### src/rtl/sign_narrow_if.sv
// sign_narrow_if: handshake bundle for sign_narrow
//   in_valid/in_ready/in_data/sat_mode : upstream full-width words and narrowing mode
//   out_valid/out_ready/out_data/out_fits : downstream narrowed field and fit flag
//   clear_count/ovf_count : overflow event counter control and status
interface sign_narrow_if #(
    parameter int IN_W  = 16,
    parameter int OUT_W = 4,
    parameter int CNT_W = 8
);
    logic             in_valid;
    logic             in_ready;
    logic [IN_W-1:0]  in_data;
    logic             sat_mode;
    logic             out_valid;
    logic             out_ready;
    logic [OUT_W-1:0] out_data;
    logic             out_fits;
    logic             clear_count;
    logic [CNT_W-1:0] ovf_count;

    modport master (
        output in_valid, in_data, sat_mode, out_ready, clear_count,
        input  in_ready, out_valid, out_data, out_fits, ovf_count
    );

    modport slave (
        input  in_valid, in_data, sat_mode, out_ready, clear_count,
        output in_ready, out_valid, out_data, out_fits, ovf_count
    );
endinterface

### src/rtl/sign_narrow.sv
// sign_narrow: narrows signed IN_W words to OUT_W fields (saturate or wrap) through a 2-entry FIFO
//   clock, reset_n : rising-edge clock, asynchronous active-low reset
//   bus (slave)    : in_* accept side, out_* head-of-FIFO side, clear_count/ovf_count overflow counter
module sign_narrow #(
    parameter int IN_W  = 16,
    parameter int OUT_W = 4,
    parameter int CNT_W = 8
) (
    input logic        clock,
    input logic        reset_n,
    sign_narrow_if.slave bus
);
    logic [IN_W-OUT_W:0] hi;
    logic                fits;
    logic [OUT_W-1:0]    sat_val;
    logic [OUT_W-1:0]    narrow;
    logic                push;
    logic                pop;
    logic [OUT_W:0]      mem [2];
    logic                rd_ptr;
    logic                wr_ptr;
    logic [1:0]          cnt;
    logic [CNT_W-1:0]    ovf;

    // The value fits when every bit from the MSB down to the narrow sign bit matches.
    assign hi      = bus.in_data[IN_W-1:OUT_W-1];
    assign fits    = (&hi) | ~(|hi);
    assign sat_val = bus.in_data[IN_W-1] ? {1'b1, {(OUT_W-1){1'b0}}} : {1'b0, {(OUT_W-1){1'b1}}};
    assign narrow  = (!fits && bus.sat_mode) ? sat_val : bus.in_data[OUT_W-1:0];

    // in_ready depends only on the registered count, never on out_ready.
    assign push          = bus.in_valid && bus.in_ready;
    assign pop           = bus.out_valid && bus.out_ready;
    assign bus.in_ready  = cnt != 2'd2;
    assign bus.out_valid = cnt != 2'd0;
    assign {bus.out_data, bus.out_fits} = mem[rd_ptr];
    assign bus.ovf_count = ovf;

    always_ff @(posedge clock or negedge reset_n) begin
        if (!reset_n) begin
            mem[0] <= '0;
            mem[1] <= '0;
            rd_ptr <= 1'b0;
            wr_ptr <= 1'b0;
            cnt    <= 2'd0;
            ovf    <= '0;
        end else begin
            if (push) begin
                mem[wr_ptr] <= {narrow, fits};
                wr_ptr      <= wr_ptr + 1'b1;
            end
            if (pop)
                rd_ptr <= rd_ptr + 1'b1;
            cnt <= cnt + {1'b0, push} - {1'b0, pop};
            // Clear wins over a same-cycle overflow; the counter sticks at all-ones.
            if (bus.clear_count)
                ovf <= '0;
            else if (push && !fits && ovf != '1)
                ovf <= ovf + 1'b1;
        end
    end
endmodule

### src/flat_wrapper.sv
// flat-port wrapper written by rule: the top's interface ports become plain ports
module sign_narrow_flat 
#(
    parameter int IN_W  = 16,
    parameter int OUT_W = 4,
    parameter int CNT_W = 8
)
  (clock, reset_n, bus_in_valid, bus_in_data, bus_sat_mode, bus_out_ready, bus_clear_count, bus_in_ready, bus_out_valid, bus_out_data, bus_out_fits, bus_ovf_count);
  sign_narrow_if #(.IN_W(IN_W), .OUT_W(OUT_W), .CNT_W(CNT_W)) bus_i ();
  input logic clock;
  input logic reset_n;
  input wire logic [$bits(bus_i.in_valid)-1:0] bus_in_valid;
  input wire logic [$bits(bus_i.in_data)-1:0] bus_in_data;
  input wire logic [$bits(bus_i.sat_mode)-1:0] bus_sat_mode;
  input wire logic [$bits(bus_i.out_ready)-1:0] bus_out_ready;
  input wire logic [$bits(bus_i.clear_count)-1:0] bus_clear_count;
  output wire logic [$bits(bus_i.in_ready)-1:0] bus_in_ready;
  output wire logic [$bits(bus_i.out_valid)-1:0] bus_out_valid;
  output wire logic [$bits(bus_i.out_data)-1:0] bus_out_data;
  output wire logic [$bits(bus_i.out_fits)-1:0] bus_out_fits;
  output wire logic [$bits(bus_i.ovf_count)-1:0] bus_ovf_count;
  assign bus_i.in_valid = bus_in_valid;
  assign bus_i.in_data = bus_in_data;
  assign bus_i.sat_mode = bus_sat_mode;
  assign bus_i.out_ready = bus_out_ready;
  assign bus_i.clear_count = bus_clear_count;
  assign bus_in_ready = bus_i.in_ready;
  assign bus_out_valid = bus_i.out_valid;
  assign bus_out_data = bus_i.out_data;
  assign bus_out_fits = bus_i.out_fits;
  assign bus_ovf_count = bus_i.ovf_count;
  sign_narrow #(.IN_W(IN_W), .OUT_W(OUT_W), .CNT_W(CNT_W)) u_core (.clock(clock), .reset_n(reset_n), .bus(bus_i));
endmodule
### config.mk
export PLATFORM = sky130hd
export DESIGN_NAME = sign_narrow_flat
export DESIGN_NICKNAME = d
export VERILOG_FILES = /design/src/rtl/sign_narrow_if.sv /design/src/rtl/sign_narrow.sv /design/src/flat_wrapper.sv
export SDC_FILE = /design/constraint.sdc
export NUM_CORES = 1
export LEC_CHECK = 0
export CAP_MARGIN = 20
export CORE_UTILIZATION = 45
export DETAILED_ROUTE_END_ITERATION = 8
export HOLD_SLACK_MARGIN = 0.03
export PLACE_DENSITY_LB_ADDON = 0.12
export SYNTH_ARGS = -nofsm -noshare
export SYNTH_HDL_FRONTEND = slang
export SYNTH_SLANG_ARGS = --single-unit
### constraint.sdc
create_clock -name clock -period 2 [get_ports clock]
set_input_delay 0.2 -clock clock [delete_from_list [all_inputs] [get_ports clock]]
set_output_delay 0.2 -clock clock [all_outputs]
set_load 0.03 [all_outputs]
-- After elaboration in Yosys (flattened, before gate mapping)
Index checks and enable logic that the tools add are counted.
- register bits: 22
- bits of input ports: 22
- output and inout bits: 15
- logic and storage cells: 41
- add/subtract/negate cells: 5
- order comparisons: 3
- equality and inequality tests: 2
- muxes and demuxes: 10
- bitwise logic cells: 4
- reductions and logical operators: 11
- operators by type and width (cell ; count):
    two-way mux 5 bit ; 4
    two-way mux 8 bit ; 2
    AND reduction 13 bit ; 1
    OR reduction 13 bit ; 1
    bitwise mux 10 bit ; 1
    adder 8 x 1 -> 8 bit, second input constant ; 1
    two-way mux 4 bit ; 2
    inequality test 8 bit, second input constant ; 1
    logical AND 1 bit ; 6
    demux 5 bit (select 1 bit) ; 1
    greater-or-equal comparator 2 bit, second input constant ; 2
    inverter 1 -> 2 bit ; 2
    nonzero test 2 bit ; 2
    adder 1 bit, second input constant ; 2
    adder 2 x 1 -> 2 bit ; 1
    less-than comparator 2 x 1 -> 1 bit, second input constant ; 1
    inequality test 2 bit, second input constant ; 1
    subtractor 2 x 1 -> 2 bit ; 1
    logical NOT 1 bit ; 1
    inverter 1 bit ; 1
    OR 1 bit ; 1

-- Depth between registers and ports, before layout
Gate-level depths: netlist of run 1.
- depth in word-level cells: 8
- depth in mapped cells: 7
- gate-level depth less buffers: 7

-- Worst setup path before layout of run 1
No wires, ideal clock.
- path kind: reg-to-reg
- start: register u_core.ovf[0] (netlist: u_core.bus.ovf_count[0])
- end: register u_core.ovf[6] (netlist: u_core.bus.ovf_count[6])
- library setup time: 0.120 ns
- data arrival time: 1.828 ns
- setup slack: 0.052 ns
- stages on the path, launching flop included: 7
- buffers on the path: 0
- period minus slack after synthesis: 1.948 ns
- path through: dfrtp_1 > ha_1 > nand3_1 > o211ai_1 > nor4b_1 > a21oi_1 > a31o_2
- longest elaborated chain between the ends: 3
- ends and longest elaborated chain (item ; RTL line ; text):
    start: declaration ; sign_narrow.sv:23 ; logic [CNT_W-1:0] ovf;
    start signal: assignment ; sign_narrow.sv:59 ; ovf <= ovf + 1'b1;
    adder 8 x 1 -> 8 bit / inequality test 8 bit (equally long branches) ; sign_narrow.sv:59, sign_narrow.sv:58 ;
    two-way mux 8 bit / logical AND 1 bit (equally long branches) ; sign_narrow.sv:58 ; else if (push && !fits && ovf != '1)
    two-way mux 8 bit / nonzero test 2 bit (equally long branches) ; -- ;
Several ways; a longest one is shown, not always the timed one. The select of a mux whose other input is x is not followed.
A chain may end at the register's enable or synchronous reset.

-- Worst setup path in the final report of run 1
- start: register u_core.rd_ptr
- end: output port bus_out_fits
- longest elaborated chain between the ends: 4
- ends and longest elaborated chain (item ; RTL line ; text):
    start: declaration ; sign_narrow.sv:20 ; logic rd_ptr;
    start signal: assignment ; sign_narrow.sv:53 ; rd_ptr <= rd_ptr + 1'b1;
    inverter 1 -> 2 bit (implied by the code) ; sign_narrow.sv:36 ; assign {bus.out_data, bus.out_fits} = mem[rd_ptr];
    two-way mux 5 bit (implied by the code) (3 in series) ; sign_narrow.sv:36 ;
    end: declaration ; flat_wrapper.sv:20 ; output wire logic [$bits(bus_i.out_fits)-1:0] bus_out_fits;
No other way between the ends. The select of a mux whose other input is x is not followed.

==> metrics.txt, run 1 <==
Post-Synth Adder-Cell Area=3.19%; nets=roughly 190; final design utilization=65.2%; GRT met2 Usage=35.7%; initial antenna violation count=0; period utilization=96.0%; top cells by area, synth=dfrtp_1 47%, mux2_2 6.7%, nor2_1 6.7%, xnor2_1 5.2%, a31oi_1 4.3%; GP Congestion=0.741; total CTS buffers=3; TritonCTS clock tree=built; YS warnings=0; clock sinks=22; ant diodes=0; Least-Margin Pin Slew=0.427 ns; Critical Path AT=1.72 ns; max incr delay on CP=0.59 ns; Internal=1.16 mW; leading area contributor after synthesis=dfrtp_1; Post-Synthesis Cell Area=1170 µm²; buffers plus inverters on the worst setup path=1; crit-path cells=mux2_2 -> clkdlybuf4s50_1; Via Count=~1000; FF+latch count, synth=22; count leader, synth=dfrtp_1; met3 Use GR=2.87%; post-cts resize count=1; maximum root-to-sink buffer count=2; CTS Hold Buffers Added=0; Slew Viols, Final=0; grt met1 use=25.7%; post-synthesis mux area share=7.56%; chip height=about 53 µm; largest net degree at the start of global routing=23; post-CTS setup buffer count=0; vias in the first global route=983; clk slew on worst S/H paths=0.12 ns; Synth Area in Compound Gates=under 10%; Worst VDD drop=0.744 mV; status=completed; GRT busiest layer=met2; post-DP HPWL=1960 µm; Post-synth EDFFs=0; Crit-path slowest cell=clkdlybuf4s50_1; first-pass GRT wire length=4160 µm; vias per std cell=5.47; share of cells above drive strength 1=15.1%; reg2reg path depth=7; later-pin clock latency in the skew report=about 0.30 ns; Worst setup EP type=primary output; crit path to=bus_out_fits; slew margin rel.=between 70% and 80%; final WL=2540 µm; crit start category=flop; Critical R2R Launch=u_core.bus.ovf_count[0]$_DFFE_PN0P_; Crit path max-delay family=buffers and inverters; required time of the critical path=1.80 ns; Hold Path Class=primary input to async pin; net switching power=0.759 mW; Max Clock Skew=0.00154 ns; H-tree depth=1; RSZ-0062 raised after global routing=no; pwr dens=about 1200 nW/µm²; final setup vio count=0; Synth top cells by count=22 x dfrtp_1, 21 x nor2_1, 8 x a31oi_1; # Max-Cap Violations=0; share of the synthesized area in the top cell type=46.9%; Area growth syn-to-layout=37.5%; IO Pins=37; core area=2480 µm²; Reg power frac=a little under two fifths; Chip Width=approximately 53 µm; antenna viol nets, final=0; register area share after synthesis=46.9%; largest family of logic cells by synthesized area=simple AND/OR/NAND/NOR gates; Port Buf Inserts=36; Clock Tree Root=clkbuf_4; fraction of registers with async set/reset=100%; critical path class=flop to primary output; Crit path depth=2; worst-path maximum fanout=6; DIE AREA=2820 µm²; Synth Instances=118; Worst R2R End=u_core.bus.ovf_count[2]$_DFFE_PN0P_; post-route insts no fill=about 190; drt first-iter violations=10; f_max=0.521 GHz; Synth Area in XOR/XNOR=just under 6%; switching portion of total power=39.5%; Top FF cell, synth=dfrtp_1; clock share of power=10.3%; Syn Area/Cell=9.96 µm²; DR pass1 iterations=4; r2r setup slk=roughly 0.2 ns; Synth cell types=30; initial cell density of the core=47.4%; GRT overflow=0; All-Layer GR Usage=20.4%; Placed Instances=186; placement row count=18; Simple-Gate Fraction of Synth Area=26.3%; Routed wire per std cell=around 13 µm; Final min period=roughly 1.9 ns; leakage=0.669 nW; Post-Route Setup TNS=0 ns; Comb power frac=52.5%; Critical path origin=u_core.rd_ptr$_DFFE_PN0P_; final hold violation count=0; DR DRC count=0; Synthesized Nets=143
[final cells by class]
class,count,area (µm²)
Timing Repair Buffer,43,413
Inverter,1,3.75
Sequential cell,22,552
Fill cell,232,862
Tap cell,30,37.5
Clock buffer,3,22.5
Multi-Input combinational cell,90,587
[per-stage QoR]
stage | worst slack [ns] | hold WS [ns] | total power [mW] | area (µm²)
floorplan | 0.0524 | -0.0956 | 1.35 | 1170
global placement | 0.0918 | 0.474 | 1.70 | 1590
detailed placement | 0.0424 | 0.485 | 1.74 | 1590
CTS | 0.0728 | 0.231 | 1.94 | 1620
global route | 0.0332 | 0.264 | 2.05 | 1620
finish | 0.0798 | 0.230 | 1.92 | 1620
[placed cells by master (no fill, tap or decap), drive strengths merged, types with 4 or more instances in the layout]
master and count:
clkdlybuf4s50 36, dfrtp 22, nor2 21, a31oi 8, mux2 7, xnor2 7
buf 7, nand2 6, nand3 6, nor4 5, nand4 4
[metal layers]
| layer | share of wire, % | wire [µm] | up-vias |
|---|---|---|---|
| li1 | - | - | 505 |
| met1 | 45 | 1150 | 499 |
| met2 | 50 | 1260 | 27 |
| met3 | 4.7 | 120 | 2 |
| met4 | 0.51 | 13 | 0 |
| met5 | 0 | 0 | - |
[kinds of logic (layout without fill, tap and decap cells)]
| logic type | count (synthesis) | after routing |
|---|---|---|
| adder cells (fa/ha/maj) | 3 | 3 |
| multiplexers | 8 | 8 |
| flip-flops | 22 | 22 |
| AND/OR/NAND/NOR | 58 | 58 |
| buffers and inverters | 6 | 47 |
| XOR/XNOR | 8 | 8 |
| AO/OA/AOI/OAI | 13 | 13 |
[worst register-to-register path, cell delays in order, from the launching register on]
cell and delay (ns):
dfrtp_1 0.40, ha_1 0.23, nand3_1 0.11, o211ai_1 0.18, nor4b_1 0.42, buf_4 0.20, xnor2_1 0.11, nor2_1 0.05
[worst min-delay path by stage]
| stage | cells after the start | slack [ns] | endpoint | start |
|---|---|---|---|---|
| after floorplan | 0 | -0.1 | u_core.bus.ovf_count[0]$_DFFE_PN0P_ | reset_n |
| after global placement | 1 | 0.47 | u_core.wr_ptr$_DFFE_PN0N_ | u_core.wr_ptr$_DFFE_PN0N_ |
| after detailed placement | 1 | 0.48 | u_core.cnt[1]$_DFF_PN0_ | u_core.cnt[1]$_DFF_PN0_ |
| after CTS | 2 | 0.23 | u_core.cnt[1]$_DFF_PN0_ | reset_n |
| after global routing | 2 | 0.26 | u_core.cnt[1]$_DFF_PN0_ | reset_n |
| final | 2 | 0.23 | u_core.cnt[1]$_DFF_PN0_ | reset_n |
[registers in the layout, indices dropped and copies added (netlist names)]
register and cells:
u_core.wr_ptr 1, u_core.bus.ovf_count 8, u_core.cnt 2, u_core.rd_ptr 1, u_core.mem 10
[power groups by stage]
stage | clock network (mW) | logic [mW] | registers [mW]
final | 0.198 | 1.01 | 0.714
after global routing | 0.220 | 1.10 | 0.733
after CTS | 0.206 | 1.02 | 0.714
after floorplan | 0 | 0.645 | 0.709
after global placement | 0 | 0.992 | 0.711
after detailed placement | 0 | 1.01 | 0.723
Power figures use the tool's default switching activity.
==> inputs of run 2 (changes only) <==
SLEW_MARGIN = 10   (was not set)
==> results of run 2 <==
Same layout as run 1: the final DEF is identical, and so are final timing and power.
==> inputs of run 3 (changes only) <==
CAP_MARGIN = not set   (was 20)
CORE_UTILIZATION = 55   (was 45)
CTS_CLUSTER_DIAMETER = 80   (was not set)
DONT_BUFFER_PORTS = 1   (was not set)
==> run 3 against run 2 <==
Clock skew about the same. Global-route usage grew 1.9 points. Power shrank 9.4%. Utilization grew 2.0 points. Non-clock buffer count shrank 28. Register-to-register slack is essentially flat.
==> metrics.txt, run 3 (synthesized netlist as in run 1, its figures left out) <==
worst-path maximum fanout=3; ant diodes=0; antenna viol nets, final=0; nets=158; All-Layer GR Usage=between 20 and 25%; vias per std cell=5.87; DR pass1 iterations=4; r2r setup slk=0.20 ns; critical path class=flop to flop; Max Clock Skew=0.00147 ns; IO Pins=37; reg2reg path depth=7; largest net degree at the start of global routing=23; drt first-iter violations=7; maximum root-to-sink buffer count=2; slew margin rel.=35.4%; clock sinks=22; Final min period=1.80 ns; Worst setup EP type=flop; crit start category=flop; core area=1980 µm²; status=completed; required time of the critical path=between 2 and 2.5 ns; placement row count=16; Largest Register=u_core.mem; Chip Width=48.2 µm; crit path to=u_core.cnt[1]$_DFF_PN0_; initial antenna violation count=0; Worst R2R End=u_core.cnt[1]$_DFF_PN0_; Hold Path Class=primary input to flop; clk slew on worst S/H paths=0.12 ns; DIE AREA=2330 µm²; GP Congestion=0.728; f_max=0.554 GHz; chip height=48.2 µm; RSZ-0062 raised after global routing=no; Post-Route Setup TNS=0 ns; TritonCTS clock tree=built; post-cts resize count=0; Clock Tree Root=clkbuf_4; Critical Path AT=2.05 ns; final WL=2290 µm; final design utilization=67.2%; most common cell after layout, fill and taps aside=dfrtp_1; Critical path origin=u_core.cnt[1]$_DFF_PN0_; later-pin clock latency in the skew report=0.31 ns; Least-Margin Pin Slew=approximately 0.97 ns; leakage=0.579 nW; final setup vio count=0; pwr dens=1310 nW/µm²; H-tree depth=1; final hold violation count=0; Slew Viols, Final=0; # Max-Cap Violations=0; Routed wire per std cell=14.4 µm; vias in the first global route=approximately 810; Area growth syn-to-layout=13.3%; DR DRC count=0; share of cells above drive strength 1=between 20% and 30%; Via Count=about 930; total CTS buffers=3; Worst VDD drop=~0.99 mV; initial cell density of the core=59.3%; first-pass GRT wire length=3520 µm; Critical R2R Launch=u_core.cnt[1]$_DFF_PN0_; Port Buf Inserts=0; commonest non-fill, non-tap cells in the layout=22 x dfrtp_1, 21 x nor2_1, 12 x buf_4, 8 x a31oi_1; period utilization=about 90%; max reg flops=10; GRT overflow=0; post-DP HPWL=1730 µm
[run 3: per-layer routing]
layer,vias up,share of wire [%],global-route usage [%]
met1,449,43,27.2
met3,3,5.4,5.56
met5,-,0,0
met2,29,50,38.9
met4,0,1.3,6.67
li1,453,-,-
[run 3: cell type report]
cell class	instances	area, µm²
fillers	165	651
well taps	27	33.8
clock buffers	4	36.3
flip-flops and latches	22	551
repair buffers	15	120
multi-input cells	90	587
inverters	1	3.75
[run 3: where the power goes]
part	switching, mW	internal, mW	total, mW
clock network	0.134	0.111	0.245
logic	0.488	0.300	0.788
registers	0.104	0.604	0.708
[run 3: worst min-delay path by stage]
stage	cells past startpoint	endpoint	start	slack [ns]
after global routing	2	u_core.mem[3]$_DFFE_PN0P_	bus_in_data[2]	0.05
final	2	u_core.mem[8]$_DFFE_PN0P_	bus_in_data[2]	0.04
after detailed placement	0	u_core.rd_ptr$_DFFE_PN0P_	reset_n	-0.09
after CTS	2	u_core.mem[8]$_DFFE_PN0P_	bus_in_data[2]	0.04
after global placement	0	u_core.rd_ptr$_DFFE_PN0P_	reset_n	-0.09
after floorplan	0	u_core.bus.ovf_count[0]$_DFFE_PN0P_	reset_n	-0.1
[run 3: per-stage QoR]
stage | power, mW | std cells | area, µm² | setup slack, ns | hold WS [ns]
3_5_place_dp | 1.50 | 152 | 1260 | 0.198 | -0.0949
4_1_cts | 1.76 | 159 | 1330 | 0.173 | 0.0384
2_1_floorplan | 1.35 | 118 | 1170 | 0.0524 | -0.0956
6_report | 1.74 | 159 | 1330 | 0.195 | 0.0448
5_1_grt | 1.88 | 159 | 1330 | 0.0802 | 0.0458
3_3_place_gp | 1.46 | 152 | 1260 | 0.292 | -0.0950
[run 3: critical path: stages (launching register included)]
cell     delay, ns
dfrtp_1       0.42
or2_2         0.31
and2_1        0.19
ha_1          0.29
inv_1         0.04
ha_1          0.18
xnor2_1       0.17
xnor2_1       0.13
[run 3: what timing repair did]
item	4_1_cts	5_1_grt
hold endpoints to repair	28	0
buffers inserted	0	0
hold buffers	3	0
setup endpoints to repair	0	0
==> RTL edit, RTL diff (config.mk and constraints of run 2) <==
`OUT_W` is set to 4 in 3 places; all go to 6.
--- a/src/rtl/sign_narrow_if.sv
+++ b/src/rtl/sign_narrow_if.sv
@@ -4,7 +4,7 @@
 //   clear_count/ovf_count : overflow event counter control and status
 interface sign_narrow_if #(
     parameter int IN_W  = 16,
-    parameter int OUT_W = 4,
+    parameter int OUT_W = 6,
     parameter int CNT_W = 8
 );
     logic             in_valid;
--- a/src/rtl/sign_narrow.sv
+++ b/src/rtl/sign_narrow.sv
@@ -3,7 +3,7 @@
 //   bus (slave)    : in_* accept side, out_* head-of-FIFO side, clear_count/ovf_count overflow counter
 module sign_narrow #(
     parameter int IN_W  = 16,
-    parameter int OUT_W = 4,
+    parameter int OUT_W = 6,
     parameter int CNT_W = 8
 ) (
     input logic        clock,
--- a/src/flat_wrapper.sv
+++ b/src/flat_wrapper.sv
@@ -2,7 +2,7 @@
 module sign_narrow_flat 
 #(
     parameter int IN_W  = 16,
-    parameter int OUT_W = 4,
+    parameter int OUT_W = 6,
     parameter int CNT_W = 8
 )
   (clock, reset_n, bus_in_valid, bus_in_data, bus_sat_mode, bus_out_ready, bus_clear_count, bus_in_ready, bus_out_valid, bus_out_data, bus_out_fits, bus_ovf_count);
Ports: changed (resized bus_out_data); port bits go from 37 to 39. The function was not compared with the original's and may differ.
==> RTL edit against run 2 <==
  * Maximum frequency rose by 0.74%
  * Power grew 28%
  * Non-clock buffer count increased by 2
  * Largest power group unchanged
  * Clock skew is 2.9 ps higher
  * Wire length grew 30%
  * Setup slack better by 14 ps
  * Global-route usage up 0.88 points
  * Critical path depth is 3 higher
  * Area after synthesis is 24% higher
  * Design area rose by 23%
  * Sequential cell count increased by 4
  * Synthesized cell count is 21% higher
==> RTL edit: results (changes against run 2) <==
* Max reg flops at 14 (was 10)
* Max incr delay on CP at 470 ps (was 590 ps)
* Largest net degree at the start of global routing at 27 (was 23)
* Relative slew slack at 62.5% (was 71.4%)
* Most instantiated cells after synthesis: 26 x dfrtp_1, 22 x nor2_1, 13 x mux2_2 (was 22 x dfrtp_1, 21 x nor2_1, 8 x a31oi_1)
* Fill count at 279 (was 232)
* Leakage power at 0.843 nW (was 0.669 nW)
* VDD IR-drop max at 379 uV (was 744 uV)
* Dpl hpwl at 2420 um (was 1960 um)
* Seq/Total Area, Yosys at 44.6% (was 46.9%)
* Layout cells sized above 1 at 18.4% (was 15.1%)
* Clock skew at 4.44 ps (was 1.54 ps)
* DRT iter0 DRCs at 58 (was 10)
* Final RePlAce weighted congestion at 0.820 (was 0.741)
* Top FF cell, synth: dfrtp_1 (unchanged)
* Dpl cell area at 0.00190 mm^2 (was 0.00159 mm^2)
* Worst reg2reg path depth at 5 (was 7)
* Synth warnings at 0 (unchanged)
* Dpl cells at 224 (was 186)
* First-pass GRT wire length at 5610 um (was 4160 um)
* N_diodes at 0 (unchanged)
* CTS buffer count at 3 (unchanged)
* Initial antenna violation count at 0 (unchanged)
* Clock root buffer: clkbuf_4 (unchanged)
* Post-Route WL at 3300 um (was 2540 um)
* Worst endpoint data arrival time at 2140 ps (was 1720 ps)
* Gr usage total at 21.3% (was 20.4%)
* CP max stage cell: dfrtp_1 (was clkdlybuf4s50_1)
* Worst-Skew Late Latency at 330 ps (was 300 ps)
* Clock Pin Slew Worst Setup and Hold Paths at 150 ps (was 120 ps)
* Total nets after synthesis at 168 (was 143)
* Yosys cell types at 35 (was 30)
* Status: completed (unchanged)
* Finished Layout Cells at 229 (was 189)
* Combinational cell power at 1.22 mW (was 1.01 mW)
* Vias in the first global route at 1275 (was 983)
* Post-Syn Area per Cell at 10.2 um^2 (was 9.96 um^2)
* Sw Share at 38.8% (was 39.5%)
* DP Worst Slack at 73.3 ps (was 42.4 ps)
* Crit path max fanout at 7 (was 6)
* Drt pass-1 iters at 4 (unchanged)
* Reg power frac at 35.2% (was 37.2%)
* Longest Clk Path Bufs at 2 (unchanged)
* Largest cells by area after synthesis: dfrtp_1 45%, mux2_2 10%, nor2_1 5.7% (was dfrtp_1 47%, mux2_2 6.7%, nor2_1 6.7%)
* Fin nets at 211 (was 186)
* Final Power at 2.46 mW (was 1.92 mW)
* Vias/cell at 5.50 (was 5.47)
* Port bufs at 38 (was 36)
RTL edit: worst max-delay path: cells and delay by family, from the launching register on:
kind,cells,cell delay [ps]
flops,1,470
simple gates,2,460
mux,1,370
fa+ha+maj,1,280
compound gates,1,220
RTL edit: cells by family after synthesis:
kind of cell / after synthesis / share of synthesized area (%)
simple gates: 60 / 21.9
compound gates: 28 / 14.4
flops: 26 / 44.6
mux: 13 / 10.0
buf+inv: 9 / 4.11
xor+xnor: 4 / 2.40
fa+ha+maj: 3 / 2.57
RTL edit: repair_timing:
action                     in CTS  in global routing
setup buffers                   1                  0
setup endpoints to repair       7                  7
resized for setup               2                  7
RTL edit: path summary, 6_finish.rpt:
check | from | slack, ps | to
worst max-delay path | u_core.bus.ovf_count[0] | 90 | u_core.bus.ovf_count[4]
worst min-delay path | reset_n | 220 | u_core.mem[12]
worst max register to register | u_core.bus.ovf_count[0] | 90 | u_core.bus.ovf_count[4]
worst min register to register | u_core.wr_ptr | 510 | u_core.wr_ptr
max in group asynchronous | reset_n | 1520 | u_core.rd_ptr
min in group clock | bus_in_data[0] | 450 | u_core.mem[8]
RTL edit: per-layer routing:
metal	wire length (um)	track usage, %	vias to the layer above
met5	0	0	-
met3	129	3.08	5
met2	1670	37.3	35
met1	1460	26.8	608
met4	37	7.48	0
li1	-	-	611
RTL edit: cell type report:
| type | instances | area [um^2] | area share (%) |
|---|---|---|---|
| clock buffers | 3 | 22.5 | 1.14 |
| clock inverters | 1 | 30.0 | 1.52 |
| inverters | 2 | 7.51 | 0.379 |
| multi-input cells | 108 | 756 | 38.1 |
| flip-flops and latches | 26 | 652 | 32.9 |
| well taps | 44 | 55.1 | 2.78 |
| repair buffers | 45 | 459 | 23.2 |
